## src/rtl/bullet.sv

```systemverilog
// -----------------------------------------------------------------------------
// bullet -- single-bullet projectile engine for one tank.
//
// Launches a bullet from the grid cell in front of the tank and advances it one
// cell every STEP_DIV frame ticks in the direction latched at launch. The bullet
// is retired when its next cell would leave the map, when the collision stage
// reports a hit, or on round reset (game_state == 2'b10). All outputs are
// registered.
//
// Optional feature macro: BULLET_COOLDOWN_EN
//   defined   -> a COOL state with an 8-bit counter blocks relaunch for
//                COOLDOWN ticks after any death.
//   undefined -> death returns straight to IDLE; COOLDOWN is unused.
//
// Parameters:
//   MAP_W     grid width in cells (legal x 0..MAP_W-1)
//   MAP_H     grid height in cells (legal y 0..MAP_H-1)
//   STEP_DIV  ticks per one-cell move, 1..15
//   COOLDOWN  reload ticks after death, 1..255 (cooldown build only)
//
// Ports:
//   clk, rst            clock, synchronous active-high reset
//   tick                one-cycle frame strobe
//   fire                fire request level, sampled on tick in IDLE only
//   hit                 collision report, kills a flying bullet
//   game_state          2'b10 = round reset, outranks everything
//   tank_x/y/dir        tank position and facing (0 UP,1 DOWN,2 LEFT,3 RIGHT)
//   bullet_x/y/dir      bullet position and travel direction
//   bullet_active       bullet is live and drawable
//   fire_ack            one-cycle pulse coincident with a fresh launch
//
// Handshake: fire is a level, not a valid/ready pair. A request is consumed
// only on a tick in IDLE with an in-bounds spawn cell; otherwise it is dropped
// and never queued. fire_ack is the sole acknowledgement.
// -----------------------------------------------------------------------------
module bullet #(
    parameter int MAP_W    = 40,
    parameter int MAP_H    = 30,
    parameter int STEP_DIV = 2,
    parameter int COOLDOWN = 8
) (
    input  logic       clk,
    input  logic       rst,
    input  logic       tick,
    input  logic       fire,
    input  logic       hit,
    input  logic [1:0] game_state,
    input  logic [5:0] tank_x,
    input  logic [5:0] tank_y,
    input  logic [1:0] tank_dir,
    output logic [5:0] bullet_x,
    output logic [5:0] bullet_y,
    output logic [1:0] bullet_dir,
    output logic       bullet_active,
    output logic       fire_ack
);

    localparam logic [6:0] MAP_W7    = 7'(MAP_W);
    localparam logic [6:0] MAP_H7    = 7'(MAP_H);
    localparam logic [3:0] STEP_LAST = 4'(STEP_DIV - 1);

    localparam logic [1:0] DIR_UP    = 2'd0;
    localparam logic [1:0] DIR_DOWN  = 2'd1;
    localparam logic [1:0] DIR_LEFT  = 2'd2;

    // S_COOL is only ever entered in the cooldown build.
    typedef enum logic [1:0] {
        S_IDLE = 2'd0,
        S_FLY  = 2'd1,
        S_COOL = 2'd2
    } state_t;

`ifdef BULLET_COOLDOWN_EN
    localparam logic [7:0] COOL_INIT = 8'(COOLDOWN);
`else
    logic [7:0] unused_cooldown;
    assign unused_cooldown = 8'(COOLDOWN);
`endif

    // True when the neighbour of (x,y) in direction dir lies on the map.
    // Decided purely by comparison so no coordinate ever wraps.
    function automatic logic cell_ok(input logic [5:0] x, input logic [5:0] y,
                                     input logic [1:0] dir);
        logic x_in;
        logic y_in;
        x_in = ({1'b0, x} < MAP_W7);
        y_in = ({1'b0, y} < MAP_H7);
        case (dir)
            DIR_UP:   return (y != 6'd0) && ({1'b0, y} <= MAP_H7) && x_in;
            DIR_DOWN: return (({1'b0, y} + 7'd1) < MAP_H7) && x_in;
            DIR_LEFT: return (x != 6'd0) && ({1'b0, x} <= MAP_W7) && y_in;
            default:  return (({1'b0, x} + 7'd1) < MAP_W7) && y_in;
        endcase
    endfunction

    function automatic logic [5:0] cell_x(input logic [5:0] x, input logic [1:0] dir);
        case (dir)
            DIR_LEFT: return x - 6'd1;
            2'd3:     return x + 6'd1;
            default:  return x;
        endcase
    endfunction

    function automatic logic [5:0] cell_y(input logic [5:0] y, input logic [1:0] dir);
        case (dir)
            DIR_UP:   return y - 6'd1;
            DIR_DOWN: return y + 6'd1;
            default:  return y;
        endcase
    endfunction

    state_t     state_q,  state_d;
    logic [5:0] bx_q,     bx_d;
    logic [5:0] by_q,     by_d;
    logic [1:0] dir_q,    dir_d;
    logic       active_q, active_d;
    logic       ack_q,    ack_d;
    logic [3:0] step_q,   step_d;
`ifdef BULLET_COOLDOWN_EN
    logic [7:0] cool_q,   cool_d;
`endif

    logic round_reset;
    logic spawn_ok;
    logic move_ok;
    logic launch;
    logic kill;
    logic move;

    assign round_reset = (game_state == 2'b10);
    assign spawn_ok    = cell_ok(tank_x, tank_y, tank_dir);
    assign move_ok     = cell_ok(bx_q, by_q, dir_q);

    // State register (and all datapath flops).
    always_ff @(posedge clk) begin
        if (rst) begin
            state_q  <= S_IDLE;
            bx_q     <= 6'd0;
            by_q     <= 6'd0;
            dir_q    <= 2'd0;
            active_q <= 1'b0;
            ack_q    <= 1'b0;
            step_q   <= 4'd0;
`ifdef BULLET_COOLDOWN_EN
            cool_q   <= 8'd0;
`endif
        end else begin
            state_q  <= state_d;
            bx_q     <= bx_d;
            by_q     <= by_d;
            dir_q    <= dir_d;
            active_q <= active_d;
            ack_q    <= ack_d;
            step_q   <= step_d;
`ifdef BULLET_COOLDOWN_EN
            cool_q   <= cool_d;
`endif
        end
    end

    // Next-state logic: decides launch / move / kill events and counters.
    always_comb begin
        state_d = state_q;
        step_d  = step_q;
        launch  = 1'b0;
        kill    = 1'b0;
        move    = 1'b0;
`ifdef BULLET_COOLDOWN_EN
        cool_d  = cool_q;
`endif
        if (round_reset) begin
            state_d = S_IDLE;
            step_d  = 4'd0;
`ifdef BULLET_COOLDOWN_EN
            cool_d  = 8'd0;
`endif
        end else begin
            case (state_q)
                S_IDLE: begin
                    if (tick && fire && spawn_ok) begin
                        launch  = 1'b1;
                        step_d  = 4'd0;
                        state_d = S_FLY;
                    end
                end
                S_FLY: begin
                    // hit wins over a move scheduled on the same cycle.
                    if (hit) begin
                        kill = 1'b1;
                    end else if (tick) begin
                        if (step_q == STEP_LAST) begin
                            step_d = 4'd0;
                            if (move_ok) begin
                                move = 1'b1;
                            end else begin
                                kill = 1'b1;
                            end
                        end else begin
                            step_d = step_q + 4'd1;
                        end
                    end
                    if (kill) begin
                        step_d  = 4'd0;
`ifdef BULLET_COOLDOWN_EN
                        state_d = S_COOL;
                        cool_d  = COOL_INIT;
`else
                        state_d = S_IDLE;
`endif
                    end
                end
`ifdef BULLET_COOLDOWN_EN
                S_COOL: begin
                    // Leave on the tick that takes the counter to zero.
                    if (tick) begin
                        cool_d = cool_q - 8'd1;
                        if (cool_q <= 8'd1) begin
                            cool_d  = 8'd0;
                            state_d = S_IDLE;
                        end
                    end
                end
`endif
                default: begin
                    state_d = S_IDLE;
                end
            endcase
        end
    end

    // Output logic: registered outputs follow the events chosen above.
    // Position and direction hold through death and round reset.
    always_comb begin
        bx_d     = bx_q;
        by_d     = by_q;
        dir_d    = dir_q;
        active_d = active_q;
        ack_d    = 1'b0;
        if (round_reset) begin
            active_d = 1'b0;
        end else if (launch) begin
            bx_d     = cell_x(tank_x, tank_dir);
            by_d     = cell_y(tank_y, tank_dir);
            dir_d    = tank_dir;
            active_d = 1'b1;
            ack_d    = 1'b1;
        end else if (move) begin
            bx_d = cell_x(bx_q, dir_q);
            by_d = cell_y(by_q, dir_q);
        end else if (kill) begin
            active_d = 1'b0;
        end
    end

    assign bullet_x      = bx_q;
    assign bullet_y      = by_q;
    assign bullet_dir    = dir_q;
    assign bullet_active = active_q;
    assign fire_ack      = ack_q;

endmodule

```

## config.mk

```make
export PLATFORM = sky130hd
export DESIGN_NAME = bullet
export DESIGN_NICKNAME = d
export VERILOG_FILES = /design/src/rtl/bullet.sv
export SDC_FILE = /design/constraint.sdc
export NUM_CORES = 1
export LEC_CHECK = 0
export CAP_MARGIN = 15
export CORE_MARGIN = 10
export CORE_UTILIZATION = 50
export CTS_CLUSTER_SIZE = 20
export DETAILED_ROUTE_END_ITERATION = 6
export PLACE_DENSITY_LB_ADDON = 0.12
export SLEW_MARGIN = 10
export SYNTH_ARGS = -nofsm -noshare
export SYNTH_HDL_FRONTEND = slang
export SYNTH_SLANG_ARGS = --single-unit
```

## constraint.sdc

```tcl
create_clock -name clk -period 4 [get_ports clk]
set_clock_uncertainty 0.05 [all_clocks]
set_input_delay 1.2 -clock clk [delete_from_list [all_inputs] [get_ports clk]]
set_output_delay 1.2 -clock clk [all_outputs]
set_load 0.02 [all_outputs]
```

* Yosys cells after proc, flatten, opt, wreduce, memory -nomap -nowiden
Index checks and enable logic that the tools add are counted.
Cells by class: reduce and logical (&&, ||, !) cells 33, add/subtract/negate cells 13, div/mod/pow operators 0, muxes and demuxes 40, eq/ne operators 14, bitwise gates (word level) 1, $lt $le $gt $ge 12, shift-type cells 0, $mul 0
Operator list (number):
- 6-bit case mux with 2 select lines | 4
- 6-bit by 1-bit adder with 7-bit output (second input constant) | 4
- 6-bit by 1-bit adder with 6-bit output (second input constant) | 4
- 6-bit two-way mux | 4
- 6-bit nonzero test | 4
- 6-bit by 1-bit subtractor with 6-bit output (second input constant) | 4
- 1-bit two-way mux | 21
- 4-bit two-way mux | 5
- 1-bit logical AND | 14
- 7-bit by 5-bit < comparator with 1-bit output (second input constant) | 2
- 7-bit by 6-bit < comparator with 1-bit output (second input constant) | 2
- 6-bit by 5-bit <= comparator with 1-bit output (second input constant) | 2
- 6-bit <= comparator (second input constant) | 2
- 6-bit by 5-bit < comparator with 1-bit output (second input constant) | 2
- 6-bit < comparator (second input constant) | 2
- 2-bit == test (second input constant) | 5
- 4-bit case mux with 2 select lines | 1
- 2-bit by 1-bit == test with 1-bit output (second input constant) | 3
- 2-bit zero test | 3
- 2-bit inequality test (second input constant) | 3
- 3-bit inequality test (second input constant) | 2
- 1-bit case mux with 3 select lines | 2
- 2-bit AND reduction | 3
- 3-bit AND reduction | 2
- 9 further kinds | 13
Storage, ports and cells: memory bits (read-only) 0, bits in registers 22, memory bits (writable) 0, word-level logic and storage cells 120, output and inout port bits 16, input bits 21, memories kept 0, bits in latches 0

* Longest topological paths before layout
depth after elaboration 15, gate-level depth with buffers 11, mapped depth without buffers 10

* Worst setup path after synthesis
No wires, ideal clock.
path kind in2reg, from in tank_dir[0], to reg by_q[5], in the netlist bullet_y[5], path buffers 1, stages on the path 11, setup time 120 ps, required time 3830 ps, arrival time 3164 ps, path slack 667 ps, cells stage by stage clkbuf_1 nor2b_1 inv_1 ha_1 a21o_1 a21o_1 and4_1 nor3_1 xor2_1 a21oi_1 o31a_1
On the way: longest elaborated chain between the ends 8, elaborated cells on any way between the ends 13, those cells by class eq/ne (2); mux (6); reduce/logical (5)
Ends and longest elaborated chain:
- start: declaration | RTL line 50 | input logic [1:0] tank_dir,
- 2-bit == test, or another cell as far along | RTL line 88 | case (dir)
- 1-bit case mux with 3 select lines | RTL line 88
- 1-bit logical AND | RTL line 180 | if (tick && fire && spawn_ok) begin
- 1-bit two-way mux | RTL line 180
- 1-bit two-way mux | RTL line 178 | case (state_q)
- 1-bit two-way mux | RTL line 171 | if (round_reset) begin
- 3-bit nonzero test (no source line) or 2-bit nonzero test (tied branches)
- 3-bit AND reduction (no source line)
- end signal: assignment | RTL line 150 | by_q <= by_d;
- end: declaration | RTL line 114 | logic [5:0] by_q, by_d;
Several ways; a longest one is shown, not always the timed one. A chain may end at the register's enable or synchronous reset.

* Worst setup path after layout
from in tank_y[1], to reg step_q[3]
On the way: longest elaborated chain between the ends 7, elaborated cells on any way between the ends 14, those cells by class add/sub (1); order compare (3); eq/ne (1); mux (1); reduce/logical (8)
Ends and longest elaborated chain:
- start: declaration | RTL line 49 | input logic [5:0] tank_y,
- 6-bit by 1-bit adder with 7-bit output, or another cell as far along | RTL line 90 | DIR_DOWN: return (({1'b0, y} + 7'd1) < MAP_H7) && x_in;
- 7-bit by 5-bit < comparator with 1-bit output or 1-bit logical AND (tied branches) | RTL line 90, 89
- 1-bit logical AND, on equally long branches | RTL line 90, 89
- 1-bit case mux with 3 select lines (*) | RTL line 88
- 1-bit logical AND (*) | RTL line 180
- 2-bit inequality test (no source line) (*)
- 4-bit AND reduction (no source line) (*)
- end signal: assignment | RTL line 154 | step_q <= step_d;
- end: declaration | RTL line 118 | logic [3:0] step_q, step_d;
Every way passes the cells marked *; elsewhere a longest branch is shown, timed or not.

==> impl_metrics.py <==
metrics = {
    "finish": {
        "mostFrequentLayoutCells": "clkdlybuf4s50_1, nor2_1, ha_1, dfxtp_1, a21oi_1",
        "multi_input_area_um2": 1780,
        "layout_commonest_cell": "clkdlybuf4s50_1",
        "num_antenna_cells": 0,
        "drive_gt1_frac": 0.0502,
        "nets": 369,
        "fin_cells": 371,
        "area_growth_pct": 21.3,
        "regArea_um2": 420,
        "utilization": 0.629,
        "fillers": 411,
    },
    "global_routing": {
        "grt_pass1_vias": 2118,
        "grt_overflow": 0,
        "grt_pass1_wl_um": 9590,
        "grt_usage": 0.148,
        "antenna_found_initial": 0,
        "grt_max_degree": 25,
    },
    "synth": {
        "synthSimpleGateAreaFrac": 0.216,
        "synthFlopType": "dfxtp_1",
        "synth.net_count": 329,
        "synthesis.area_um2": 2270,
        "synth_compound_area_frac": 0.264,
        "synthXorXnorAreaFrac": 0.0848,
        "syn_area_per_cell_um2": 8.11,
        "synth_edf_count": 0,
        "synthMuxAreaShare": 0.0496,
        "syn_inst": 280,
        "synth_cell_type_count": 59,
        "synth-seq-area-share": 0.185,
        "yosys_warnings": 0,
        "synthAdderAreaFrac": 0.167,
        "ys_seq_elements": 21,
        "async_flop_share": 0,
        "synth_top_family_by_area": "compound AO/OA/AOI/OAI gates",
    },
    "clock_tree": {
        "clockBufferDepth": 2,
        "clockRootBuffer": "clkbuf_8",
        "cts.sinks": 21,
        "post-cts-setup-buffers": 0,
        "holdBufCountCts": 0,
        "clk_pin_slew_ns": 0.08,
        "cts_resized": 0,
        "cts_inserted_buffers": 3,
        "cts.htree.levels": 1,
        "clock_latency_ns": 0.26,
        "cts_tree": "done",
    },
    "setup_path": {
        "path_depth": 9,
        "startpoint": "tank_y[1]",
        "cp.required_ns": 4.11,
        "critPathMaxFanout": 7,
        "cp_slowest_stage_delay_ns": 0.57,
        "arrival_ns": 3.62,
        "r2r-start": "bullet_dir[0]$_SDFFE_PP0P_",
        "crit_path_top_delay_cell": "clkdlybuf4s50_1",
        "worstSetupPathType": "in -> reg",
        "reg2reg_depth": 9,
        "worstSetupStartpointType": "input pin",
        "crit_family": "compound AO/OA/AOI/OAI gates",
        "end_kind": "register",
        "crit_chain": "clkdlybuf4s50_1 -> inv_1 -> ha_1 -> and4b_1 -> a311oi_1 -> a21oi_4 -> o21ai_1 -> o21ai_0 -> a32o_1",
        "cp_num_buf_inv": 2,
    },
    "die": {
        "die_h_um": 87.4,
        "fp.dieW_um": 87.4,
        "io_pins": 37,
        "coreArea_um2": 4380,
        "num_rows": 24,
        "die_area_um2": 7640,
        "initial_core_util": 0.518,
    },
    "pwr": {
        "p_leak_nw": 1.08,
        "p_comb_frac": 0.326,
        "ir_drop_mv": 0.116,
        "seqPwrFrac": 0.409,
        "power_density_nw_per_um2": 194,
        "p_int_mw": 0.367,
        "fin_total_pwr_mw": 0.534,
        "power.share.clock": 0.265,
        "switching_share": 0.314,
        "switchingPower_mw": 0.168,
    },
    "route": {
        "routedWlPerCell_um": 14.8,
        "met2WireLength_um": 2520,
        "ant_nets": 0,
        "wl_met3_um": 201,
        "wl_met1_um": 2720,
        "vias": 2165,
        "wl_um": 5480,
        "dr.pass1.iters": 4,
        "routed_via_density": 5.84,
        "drc_errors": 0,
        "top_layer_used": "met4",
        "drt_iter0_drc": 159,
    },
    "timing": {
        "tightest_slew_ns": 0.561,
        "hold_viol": 0,
        "slew_headroom": 0.625,
        "fmax_ghz": 0.285,
        "period_needed_ns": 3.51,
        "rsz0062_at_grt": "false",
        "setup_viol_count_final": 0,
        "maxSlewViolCount": 0,
        "period_share": 0.877,
        "fin_tns_setup_ns": 0,
    },
    "placement": {
        "dp.cells": 367,
        "dpl.hpwl_um": 4500,
        "gp_congestion": 0.854,
        "numPortBuffers": 36,
    },
    "hold_path": {
        "worstHoldStart": "state_q[0]$_SDFFE_PP0P_",
        "hold_depth": 1,
        "hp-class": "reg -> reg",
    },
    "status": {
        "outcome": "completed",
    },
    "run": {
        "max_cap_viol_count": 0,
    },
}
## flip-flops by register name, summed over array words and instances, names as in the netlist
signal and flops:
state_q 1, step_q 4, bullet_dir 2, bullet_y 6, bullet_x 6, bullet_active 1, fire_ack 1
## power by group through the flow
| stage | Combinational [mW] | Sequential (mW) | Clock, mW |
|---|---|---|---|
| floorplan | 0.108 | 0.225 | 0 |
| global placement | 0.172 | 0.223 | 0 |
| detailed placement | 0.174 | 0.223 | 0 |
| CTS | 0.175 | 0.218 | 0.142 |
| global route | 0.195 | 0.220 | 0.154 |
| finish | 0.174 | 0.218 | 0.141 |
## Yosys cell counts, types with 4 or more instances
master,n,area [µm²]
a211oi_1,5,37.5
a21boi_0,4,30.0
a21o_1,9,67.6
a21oi_1,20,100
clkbuf_1,5,18.8
dfxtp_1,21,420
fa_1,4,80.1
ha_1,24,300
inv_1,12,45.0
mux2i_1,9,90.1
nand2_1,19,71.3
nand2b_1,4,25.0
nand3_1,6,30.0
nand4_1,5,31.3
nor2_1,25,93.8
nor2b_1,5,31.3
nor3_1,10,50.1
o21ai_0,13,65.1
xnor2_1,17,149
xor2_1,5,43.8
## per-layer routing
| layer | global-route usage | up-vias |
|---|---|---|
| met4 | 0.0377 | 0 |
| met3 | 0.0215 | 2 |
| met5 | 0 | - |
| met1 | 0.192 | 1004 |
| li1 | - | 1128 |
| met2 | 0.248 | 31 |
## kinds of logic after synthesis
| group | after synthesis |
|---|---|
| buf+inv | 19 |
| compound gates | 85 |
| xor+xnor | 22 |
| mux | 11 |
| simple gates | 94 |
| flops | 21 |
| fa+ha+maj | 28 |
## per-stage QoR
step | area (µm²) | setup WS (ns) | hold WS (ns)
5_1_grt | 2760 | 0.348 | 0.493
3_5_place_dp | 2710 | 0.198 | 0.439
2_1_floorplan | 2270 | 0.667 | 0.385
3_3_place_gp | 2710 | 0.256 | 0.426
4_1_cts | 2760 | 0.477 | 0.445
6_report | 2760 | 0.491 | 0.450
## area by class of cell
type,instances,area share
Sequential cell,21,0.153
Multi-Input combinational cell,240,0.644
Inverter,12,0.0163
Tap cell,52,0.0236
Timing Repair Buffer,42,0.147
Clock buffer,4,0.0163
## worst paths after layout
path | end | slack, ns
max | step_q[3]$_SDFFE_PP0P_ | 0.49
min | bullet_active$_SDFFE_PP0P_ | 0.45
min reg2reg | bullet_active$_SDFFE_PP0P_ | 0.45
max reg2reg | bullet_x[5]$_SDFFE_PP0P_ | 1.38
Power figures use the tool's default switching activity.
==> RTL change 1 (same settings) <==
Add a define of `BULLET_COOLDOWN_EN`.
--- a/src/rtl/bullet.sv
+++ b/src/rtl/bullet.sv
@@ -34,4 +34,6 @@
 // and never queued. fire_ack is the sole acknowledgement.
 // -----------------------------------------------------------------------------
+`define BULLET_COOLDOWN_EN
+
 module bullet #(
     parameter int MAP_W    = 40,
Behaviour: not the same (a bounded check fails within 4 cycles, from zero or initial values and one cycle with rst high).
==> RTL change 1 against the original RTL <==
Register-to-register slack got worse by 0.10 ns. Final area is 27% higher. Sequential share of layout area up 1.8 points. Largest power group unchanged. Routed wire length grew 39%. Total power increased by 57%. Sequential cell count rose by 9. Synthesized cell count is 29% higher. Setup slack worse by 0.00071 ns. Cell count rose by 28%. Synthesized area grew 30%.
==> RTL change 1: results <==
metrics = {
    "detailed_routing": {
        "vias": 2932,
        "drt-total-wl_um": 7590,
        "wl_met1_um": 3750,
        "drtIter0Drc": 212,
        "wl_met3_um": 345,
    },
    "global_routing": {
        "met2_usage_pct": 24.2,
        "grt_pass1_vias": 2732,
        "gr-usage-all-layers_pct": 15.7,
        "grt_start_max_net_pins": 17,
        "grt_use_met3_pct": 3.12,
        "grtUsageMet1_pct": 21.2,
    },
    "power_and_ir_drop": {
        "internal_power_mw": 0.589,
        "ir_worst_vdd_v": 0.000164,
        "comb_power_share_pct": 26.2,
        "p_leak_nw": 1.39,
        "power_clock_mw": 0.303,
    },
    "yosys": {
        "synth_compound_area_share_pct": 30.3,
        "synth_xor_area_share_pct": 5.94,
        "synth_nets": 413,
        "ys_seq_area_share_pct": 20.4,
        "synth-adder-area-share_pct": 13.7,
        "synthMuxAreaShare_pct": 3.18,
        "synthDistinctLibCells": 64,
        "postSynthCellCount": 362,
        "synthTopCellsByArea": "dfxtp_1 (20%), ha_1 (11%), a21oi_1 (4.2%), o21ai_0 (4.2%), xnor2_1 (3.9%)",
    },
    "placed_design": {
        "dp_slack_ns": 0.230,
        "place_area_mm2": 0.00340,
        "gp_congestion": 0.860,
        "post-dp-hpwl_um": 6010,
    },
    "critical_path": {
        "slowest_delay_ns": 0.64,
        "r2r-start": "bullet_y[0]",
        "reg2reg_setup_slack_ns": 1.28,
        "reg2regPathDepth": 8,
        "arrival_ns": 3.64,
        "crit_family": "simple AND/OR/NAND/NOR gates",
    },
    "finish": {
        "drive_gt1_share_pct": 7.96,
        "fill_cells": 520,
        "nets": 452,
    },
    "clock_network": {
        "cts_buffers": 5,
        "cts.sinks": 30,
        "insertion_delay_ns": 0.29,
    },
    "sta": {
        "hold_ws_ns": 0.436,
        "fmax_mhz": 285,
        "tightest_slew_ns": 0.615,
    },
    "worst_hold_path": {
        "hp-start": "bullet_active",
    },
    "status": {
        "status": "complete, no violations",
    },
}
-- RTL change 1: cell types whose count changed in the layout (fill, tap and decap cells not counted), sizes merged, moves of 4 or more --
cell | unedited run | this run
o21ai | 15 | 27
a21oi | 21 | 25
nor2 | 27 | 21
nand3 | 6 | 15
nor4 | 1 | 5
nand2 | 19 | 28
dfxtp | 21 | 30
a21boi | 4 | 0
xnor2 | 17 | 13
a211oi | 6 | 15
-- RTL change 1: stage by stage --
stage                     util, %  total power, mW
after floorplan                 -            0.460
after global placement       60.7            0.534
after detailed placement     60.7            0.539
after CTS                    62.6            0.838
after global routing         62.6            0.876
final                        62.6            0.837
-- RTL change 1: area by class of cell --
type	instances	area share (%)
multi-input combinational	306	63.9
sequential	30	17.1
timing repair buffer	43	11.8
tap	72	2.57
clock buffer	5	1.96
inverter	15	1.60
clock inverter	3	1.14
==> RTL change 2 (config.mk and constraints unchanged) <==
Without the edit above. Encoding of `state_t`: now one-hot (3 bits for 3 states).
--- a/src/rtl/bullet.sv
+++ b/src/rtl/bullet.sv
@@ -65,8 +65,8 @@
 
     // S_COOL is only ever entered in the cooldown build.
-    typedef enum logic [1:0] {
-        S_IDLE = 2'd0,
-        S_FLY  = 2'd1,
-        S_COOL = 2'd2
+    typedef enum logic [2:0] {
+        S_IDLE = 3'b001,
+        S_FLY  = 3'b010,
+        S_COOL = 3'b100
     } state_t;
 
Formal check against the unedited RTL: no difference found for any inputs over 10 cycles, from zero or initial values and one cycle with rst high; not proved beyond that.
==> RTL change 2 against the original RTL <==
Critical path depth grew 1. Critical path type unchanged. Final area grew 4.9%. Synthesized area grew 1.7%. Sequential cell count grew 1. Setup slack lost 0.25 ns. Total power grew 21%. Critical endpoint is now step_q[0]. Routed wire length grew 8.3%. Via count grew 5.5%.
==> RTL change 2: results <==
metrics = {
    "status": {
        "status": "complete, no violations",
    },
    "placed_design": {
        "dp_slack_ns": -0.0154,
        "gp_congestion": 0.852,
        "place_area_mm2": 0.00282,
        "dp.cells": 386,
        "post-dp-hpwl_um": 4780,
    },
    "global_routing": {
        "grt_pass1_wl_um": 10000,
        "grt_pass1_vias": 2245,
        "met2_usage_pct": 25.7,
        "grt_use_met3_pct": 1.39,
        "grt_start_max_net_pins": 18,
        "grtUsageMet1_pct": 20.1,
        "gr-usage-all-layers_pct": 15.4,
    },
    "yosys": {
        "synth_nets": 341,
        "postSynthCellCount": 290,
        "synthTopCellsByArea": "dfxtp_1 (19%), ha_1 (14%), a211oi_1 (5.5%), xnor2_1 (5.3%), a21oi_1 (4.3%)",
        "synthTopCellsByCount": "ha_1 (26), nor2_1 (25), dfxtp_1 (22)",
        "ys_seq_area_share_pct": 19.1,
        "synthDistinctLibCells": 55,
    },
    "detailed_routing": {
        "wl_met3_um": 242,
        "vias": 2283,
        "wire_per_inst_um": 15.2,
        "drtIter0Drc": 141,
        "routed-wl-met2_um": 2650,
    },
    "finish": {
        "drive_gt1_share_pct": 9.76,
    },
    "power_and_ir_drop": {
        "p_leak_nw": 1.14,
        "ir_worst_vdd_v": 0.000142,
        "p_sw_share_pct": 28.9,
    },
    "critical_path": {
        "reg2reg_setup_slack_ns": 1.41,
        "cp_max_fo": 5,
        "crit_family": "simple AND/OR/NAND/NOR gates",
        "slowest_delay_ns": 0.60,
        "arrival_ns": 3.92,
        "crit_slowest_cell": "or4_1",
    },
    "worst_hold_path": {
        "hold_depth": 2,
        "hp-start": "bullet_active",
    },
    "clock_network": {
        "path_clk_slew_ns": 0.09,
        "root_buffer": "clkbuf_8",
    },
    "sta": {
        "hold_ws_ns": 0.437,
    },
}
==> RTL change 2: cell types whose count changed after synthesis, moves of 4 or more <==
cell / unedited run / this run
a211oi_1: 5 / 17
inv_1: 12 / 18
a21boi_0: 4 / 0
a21o_1: 9 / 5
==> RTL change 2: kinds of logic (layout without fill, tap and decap cells) <==
logic type | Yosys count | after routing | synth area share (%)
and+or+nand+nor | 107 | 107 | 24.9
xor gates and xnor gates | 20 | 20 | 7.58
muxes | 6 | 6 | 2.60
AOI/OAI and AO/OA | 78 | 78 | 23.6
adders and majority gates | 30 | 30 | 17.5
buffers and inverters | 27 | 75 | 4.76
DFF | 22 | 22 | 19.1
==> RTL change 2: layout make-up <==
class	instances	area, um2
inverter	18	67.6
clock buffer	3	41.3
tap	52	65.1
fill	400	1520
timing repair buffer	53	488
sequential	22	440
clock inverter	1	30.0
multi-input combinational	241	1760
==> RTL change 2: how the worst max path moves through the flow <==
stage / from / to / slack, ns
6_report: tank_y[0] / step_q[0] / 0.24
5_1_grt: tank_y[0] / step_q[0] / 0.09
4_1_cts: tank_y[0] / step_q[0] / 0.24
3_5_place_dp: tank_y[0] / bullet_y[2] / -0.02
3_3_place_gp: tank_y[0] / bullet_y[2] / 0.05
2_1_floorplan: tank_dir[1] / bullet_x[5] / 0.43
==> RTL change 2: power by group through the flow <==
stage | registers [mW] | logic (mW) | clock network [mW]
after global placement | 0.239 | 0.201 | 0
after floorplan | 0.243 | 0.124 | 0
after CTS | 0.234 | 0.206 | 0.208
after global routing | 0.235 | 0.229 | 0.215
after detailed placement | 0.239 | 0.204 | 0
final | 0.234 | 0.206 | 0.208
